## config.mk

```make
export PLATFORM = sky130hd
export DESIGN_NAME = pixel_fifo_reader
export DESIGN_NICKNAME = d
export VERILOG_FILES = /design/src/rtl/pixel_fifo_reader_pkg.sv /design/src/rtl/pix_skid_buf.sv /design/src/rtl/pixel_fifo_reader.sv
export SDC_FILE = /design/constraint.sdc
export NUM_CORES = 1
export LEC_CHECK = 0
export ABC_AREA = 0
export BUFFER_PORTS_ARGS = -buffer_cell sky130_fd_sc_hd__buf_2
export CORE_MARGIN = 10
export CORE_UTILIZATION = 45
export CTS_CLUSTER_SIZE = 40
export DETAILED_ROUTE_END_ITERATION = 7
export GPL_TIMING_DRIVEN = 1
export PLACE_DENSITY_LB_ADDON = 0.3
export SYNTH_ARGS = -nofsm -noshare
export SYNTH_HDL_FRONTEND = slang
export SYNTH_SLANG_ARGS = --single-unit
```

## constraint.sdc

```tcl
create_clock -name clk -period 8.1 [get_ports clk]
set_input_delay 0.405 -clock clk [delete_from_list [all_inputs] [get_ports clk]]
set_output_delay 0.405 -clock clk [all_outputs]
set_load 0.05 [all_outputs]
```

## src/rtl/pixel_fifo_reader_pkg.sv

```systemverilog
// Shared types and constants for the pixel FIFO read-side controller.
// The data field of a buffer entry follows the top-level DATA_W and is packed beside pix_flags_t.
package pixel_fifo_reader_pkg;

  typedef enum logic [1:0] {
    IDLE      = 2'd0,
    WAIT_LINE = 2'd1,
    BURST     = 2'd2,
    DRAIN     = 2'd3
  } state_t;

  typedef struct packed {
    logic sol;
    logic eol;
    logic sof;
    logic eof;
  } pix_flags_t;

  localparam int SKID_DEPTH   = 2;
  localparam int READ_LATENCY = 1;
  localparam int FLAG_W       = $bits(pix_flags_t);

  // Counter width that stays at least one bit for a count of 1.
  function automatic int cnt_width(input int n);
    return (n > 1) ? $clog2(n) : 1;
  endfunction

endpackage

```

## src/rtl/pix_skid_buf.sv

```systemverilog
// Two-entry valid/ready buffer. There is no input ready: the writer limits
// itself with the count output, so a push never finds the buffer full.
module pix_skid_buf #(
  parameter int W = 12
) (
  input  logic         clk,
  input  logic         reset_n,
  input  logic         clr,
  input  logic         push,
  input  logic [W-1:0] push_data,
  output logic         out_valid,
  output logic [W-1:0] out_data,
  input  logic         out_ready,
  output logic [1:0]   count
);

  logic       wr_ptr_reg;
  logic       rd_ptr_reg;
  logic [1:0] count_reg;
  logic [1:0] count_next;
  logic       do_push;
  logic       do_pop;

  assign out_valid = (count_reg != 2'd0);
  assign count     = count_reg;
  assign do_pop    = out_valid & out_ready;
  // A full buffer may still take a word in the cycle it releases its head.
  assign do_push   = push & ((count_reg != 2'd2) | do_pop);

  genvar gi;
  generate
    for (gi = 0; gi < 2; gi++) begin : g_entry
      logic [W-1:0] entry_reg;
      always_ff @(posedge clk or negedge reset_n) begin
        if (!reset_n)
          entry_reg <= '0;
        else if (do_push && (wr_ptr_reg == 1'(gi)))
          entry_reg <= push_data;
      end
    end
  endgenerate

  assign out_data = rd_ptr_reg ? g_entry[1].entry_reg : g_entry[0].entry_reg;

  always_comb begin
    count_next = count_reg;
    case ({do_push, do_pop})
      2'b10:   count_next = count_reg + 2'd1;
      2'b01:   count_next = count_reg - 2'd1;
      default: count_next = count_reg;
    endcase
  end

  always_ff @(posedge clk or negedge reset_n) begin
    if (!reset_n) begin
      wr_ptr_reg <= 1'b0;
      rd_ptr_reg <= 1'b0;
      count_reg  <= 2'd0;
    end else if (clr) begin
      wr_ptr_reg <= 1'b0;
      rd_ptr_reg <= 1'b0;
      count_reg  <= 2'd0;
    end else begin
      if (do_push) wr_ptr_reg <= ~wr_ptr_reg;
      if (do_pop)  rd_ptr_reg <= ~rd_ptr_reg;
      count_reg <= count_next;
    end
  end

endmodule

```

## src/rtl/pixel_fifo_reader.sv

```systemverilog
// Read-side controller for the pixel SCFIFO: waits for a full line, then
// streams it out with line/frame framing, abort/flush and underrun status.
module pixel_fifo_reader
  import pixel_fifo_reader_pkg::*;
#(
  parameter int DATA_W  = 8,
  parameter int USEDW_W = 11,
  parameter int LINE_W  = 640,
  parameter int LINES   = 480
) (
  input  logic               clk,
  input  logic               reset_n,
  input  logic               start,
  input  logic               abort,
  input  logic [DATA_W-1:0]  fifo_dataout,
  input  logic [USEDW_W-1:0] fifo_usedw,
  input  logic               fifo_full,
  input  logic               fifo_empty,
  output logic               fifo_rdreq,
  output logic               fifo_sclr,
  output logic [DATA_W-1:0]  m_data,
  output logic               m_valid,
  input  logic               m_ready,
  output logic               m_sol,
  output logic               m_eol,
  output logic               m_sof,
  output logic               m_eof,
  output logic               busy,
  output logic               underrun_err
);

  localparam int COL_W   = cnt_width(LINE_W);
  localparam int ROW_W   = cnt_width(LINES);
  localparam int ENTRY_W = DATA_W + FLAG_W;
  localparam logic [COL_W-1:0]   COL_LAST   = COL_W'(LINE_W - 1);
  localparam logic [ROW_W-1:0]   ROW_LAST   = ROW_W'(LINES - 1);
  localparam logic [USEDW_W:0]   AVAIL_FULL = (USEDW_W + 1)'(2 ** USEDW_W);
  localparam logic [USEDW_W:0]   LINE_NEED  = (USEDW_W + 1)'(LINE_W);

  state_t             state_reg;
  state_t             state_next;
  logic [COL_W-1:0]   col_reg;
  logic [ROW_W-1:0]   row_reg;
  logic               inflight_reg;
  pix_flags_t         tag_reg;
  logic               underrun_reg;

  pix_flags_t         issue_tag;
  pix_flags_t         head_flags;
  logic [USEDW_W:0]   avail;
  logic [1:0]         skid_count;
  logic [2:0]         occupancy;
  logic               skid_pop;
  logic               line_done;
  logic               start_ok;
  logic [ENTRY_W-1:0] skid_in;
  logic [ENTRY_W-1:0] skid_out;

  // usedw wraps to 0 when the FIFO is completely full.
  assign avail    = fifo_full ? AVAIL_FULL : {1'b0, fifo_usedw};
  assign start_ok = (state_reg == IDLE) & start & ~abort;
  assign skid_pop = m_valid & m_ready;

  // Words that will still be held once this cycle's accept leaves; counting the
  // accept lets a new read issue every cycle while m_ready stays high.
  assign occupancy  = {1'b0, skid_count} + {2'b00, inflight_reg} - {2'b00, skid_pop};
  assign fifo_rdreq = (state_reg == BURST) & ~abort & ~fifo_empty &
                      (occupancy < 3'(SKID_DEPTH));
  assign line_done  = fifo_rdreq & (col_reg == COL_LAST);
  assign fifo_sclr  = abort;

  always_comb begin
    issue_tag     = '0;
    issue_tag.sol = (col_reg == '0);
    issue_tag.eol = (col_reg == COL_LAST);
    issue_tag.sof = issue_tag.sol & (row_reg == '0);
    issue_tag.eof = issue_tag.eol & (row_reg == ROW_LAST);
  end

  always_comb begin
    state_next = state_reg;
    case (state_reg)
      IDLE:      if (start) state_next = WAIT_LINE;
      WAIT_LINE: if (avail >= LINE_NEED) state_next = BURST;
      BURST:     if (line_done) state_next = (row_reg == ROW_LAST) ? DRAIN : WAIT_LINE;
      DRAIN:     if (skid_pop && head_flags.eof) state_next = IDLE;
      default:   state_next = IDLE;
    endcase
    if (abort) state_next = IDLE;
  end

  always_ff @(posedge clk or negedge reset_n) begin
    if (!reset_n)
      state_reg <= IDLE;
    else
      state_reg <= state_next;
  end

  always_ff @(posedge clk or negedge reset_n) begin
    if (!reset_n) begin
      col_reg <= '0;
      row_reg <= '0;
    end else if (abort || start_ok) begin
      col_reg <= '0;
      row_reg <= '0;
    end else if (fifo_rdreq) begin
      if (col_reg == COL_LAST) begin
        col_reg <= '0;
        row_reg <= (row_reg == ROW_LAST) ? '0 : row_reg + ROW_W'(1);
      end else begin
        col_reg <= col_reg + COL_W'(1);
      end
    end
  end

  // Tags travel with the read so the word returning next cycle is framed correctly.
  always_ff @(posedge clk or negedge reset_n) begin
    if (!reset_n) begin
      inflight_reg <= 1'b0;
      tag_reg      <= '0;
    end else begin
      inflight_reg <= fifo_rdreq;
      if (fifo_rdreq) tag_reg <= issue_tag;
    end
  end

  always_ff @(posedge clk or negedge reset_n) begin
    if (!reset_n)
      underrun_reg <= 1'b0;
    else if (start_ok)
      underrun_reg <= 1'b0;
    else if ((state_reg == BURST) && fifo_empty)
      underrun_reg <= 1'b1;
  end

  assign skid_in = {fifo_dataout, tag_reg};

  pix_skid_buf #(
    .W (ENTRY_W)
  ) u_skid (
    .clk       (clk),
    .reset_n   (reset_n),
    .clr       (abort),
    .push      (inflight_reg & ~abort),
    .push_data (skid_in),
    .out_valid (m_valid),
    .out_data  (skid_out),
    .out_ready (m_ready),
    .count     (skid_count)
  );

  assign head_flags   = skid_out[FLAG_W-1:0];
  assign m_data       = skid_out[ENTRY_W-1:FLAG_W];
  assign m_sol        = head_flags.sol;
  assign m_eol        = head_flags.eol;
  assign m_sof        = head_flags.sof;
  assign m_eof        = head_flags.eof;
  assign busy         = (state_reg != IDLE);
  assign underrun_err = underrun_reg;

endmodule

```

==> reports/qor.yml <==
outcome: "completed"
placed_area_mm2: 0.003029
grt_max_degree: 56
fin_crit_sh: 0.4121
worstPathRequired_ns: 7.70
instances_no_fill: 368
clock_sinks: 55
async_flop_share: 1.000
synth-seq-area-share: 0.4931
synth_cell_types: 49
arrival_ns: 2.93
clk_latency_ns: 0.31
yosys_register_bits: 55
gr-usage-all-layers: 0.1206
cts_setup_buffers: 0
rsz0062_at_grt: "false"
numCtsBuffers: 5
yosysWarningCount: 0
setup_viol: 0
num_vias: 2132
cts.reportedPaths.clkPinSlew_ns: 0.10
fp.dieW_um: 98.76
htree_levels: 2
wire_per_inst_um: 15.76
ant_nets: 0
drt-initial-drc-count: 59
maxCapViolCount: 0
finalSetupTns_ns: 0
drive_gt1_frac: 0.3003
ys.flop_type: "dfrtp_1"
grt_pass1_vias: 2175
route.detailed.drc: 0
endpoint_kind: "output pin"
clk_path_buf_depth: 2
cts_tree: "done"
critPathMaxFanout: 27
area_growth_pct: 12.33
synth_area_mm2: 0.002791
pin_count: 43
ir_drop_uv: 110.8
p_per_area_mw_per_mm2: 202.0
cts-resized-gates: 0
syn_nets: 292
timing.final.crit_period_ns: 3.338
grt_overflow: 0
total_power_uw: 633.4
clock-root-buffer: "clkbuf_8"
gp_congestion: 0.7990
hold_viol: 0
slew_headroom: 0.3572
hpwl_um: 4055
syn_area_per_cell_um2: 10.70
setup_ws_ns: 4.762
cp-start-kind: "flip-flop"
finClkSkew_ns: 0.004971
pre_cts_slack_ns: 5.081
rows: 28
slew_violations: 0
antenna_found_initial: 0
max_freq_mhz: 299.6
grt_pass1_wl_um: 10120
crit_type: "flip-flop to output pin"
wl_um: 5798
die_h_um: 98.76
largest_register_ffs: 24
cts_hold_buf: 0
netlist_instances: 261
start_util: 0.4687
r2r_cells: 9
die_area_mm2: 0.009754
viasPerCell: 5.793
dr.pass1.iters: 4
finalInstanceArea_mm2: 0.003136
worstHoldPathType: "input port to async pin"
coreArea_mm2: 0.005956
layout.nets: 324
dp.cells: 361
leakage_nw: 1.449
portBuffers: 35
whs_ns: 0.2102
fillers: 546
finalCoreUtilization: 0.5265
diodes: 0
synth-edff-count: 0
worstMarginPinSlew_ns: 0.9590
## synthesized netlist by cell type (3+ instances only)
| library cell | number | area (µm²) |
|---|---|---|
| dfrtp_1 | 55 | 1376 |
| mux2_2 | 36 | 405.4 |
| nand2_1 | 21 | 78.83 |
| a21oi_1 | 15 | 75.07 |
| nor2_1 | 12 | 45.04 |
| nand3_1 | 11 | 55.05 |
| o21ai_0 | 9 | 45.04 |
| clkbuf_1 | 8 | 30.03 |
| inv_1 | 8 | 30.03 |
| o31ai_1 | 7 | 52.55 |
| and3_1 | 5 | 31.28 |
| nand4_1 | 5 | 31.28 |
| nor3_1 | 5 | 25.02 |
| or4_1 | 5 | 37.54 |
| ha_1 | 4 | 50.05 |
| or2_2 | 4 | 25.02 |
| or3_1 | 4 | 25.02 |
| xor2_1 | 4 | 35.03 |
| nand2b_1 | 3 | 18.77 |
## area by class of cell
cell class,instances,area (µm²),share of cell area
flip-flops and latches,55,1376,0.4389
multi-input cells,185,1335,0.4258
clock inverters,2,37.54,0.01197
clock buffers,5,68.82,0.02195
well taps,75,93.84,0.02993
inverters,9,33.78,0.01077
repair buffers,37,190.2,0.06065
## power by group
group          total, mW  switching [mW]  internal [mW]  leakage, nW
Sequential         0.311          0.0136          0.297        0.753
Clock              0.180          0.0892         0.0905       0.0502
Combinational      0.143          0.0971         0.0457        0.645
## cell families (layout without fill, tap and decap cells)
kind of cell | Yosys count | count (layout) | share of synthesized area
adders and majority gates | 5 | 5 | 0.02510
muxes | 37 | 37 | 0.1488
buffers and inverters | 21 | 53 | 0.03048
DFF | 55 | 55 | 0.4931
and+or+nand+nor | 91 | 91 | 0.1806
AOI/OAI and AO/OA | 47 | 47 | 0.1062
xor gates and xnor gates | 5 | 5 | 0.01569
## layout by cell type (no fill, tap or decap), types with 3 or more instances in the layout
master / netlist / routed
nand3_1: 11 / 11
buf_2: 2 / 35
or4_1: 5 / 5
nand4_1: 5 / 5
o31ai_1: 7 / 7
inv_1: 8 / 8
mux2_2: 36 / 36
clkbuf_8: 0 / 5
or3_1: 4 / 4
nor2_1: 12 / 12
xor2_1: 4 / 4
ha_1: 4 / 4
a21oi_1: 15 / 15
nor3_1: 5 / 4
and3_1: 5 / 5
dfrtp_1: 55 / 55
o21ai_0: 9 / 9
nand2_1: 21 / 21
or2_2: 4 / 4
nand2b_1: 3 / 3
## layer usage
metal | global-route usage | routed length, µm
met1 | 0.1542 | 2712
met2 | 0.1914 | 2675
met3 | 0.03492 | 346
met4 | 0.03859 | 63
met5 | 0 | 0
## critical path, cell delays in order (launching register included)
cell	delay, ns
dfrtp_1	0.52
and3b_1	0.25
or2_2	0.13
nand2_1	0.06
fa_1	0.50
nand2b_1	0.09
or3_1	0.35
buf_4	0.22
inv_2	0.19
buf_2	0.30
## path summary, 6_finish.rpt
path / from / endpoint / slack (ns)
min in group clk: fifo_dataout[7] / u_skid.g_entry[1].entry_reg[11] / 0.34
setup / recovery: u_skid.count[1] / fifo_rdreq / 4.76
max in group asynchronous: reset_n / inflight_reg / 7.45
setup reg to reg: u_skid.count[1] / row_reg[4] / 5.23
hold reg to reg: skid_in[1] / skid_in[1] / 0.51
hold / removal: reset_n / u_skid.g_entry[1].entry_reg[5] / 0.21
Note: power is estimated with default switching activity, not from simulation.
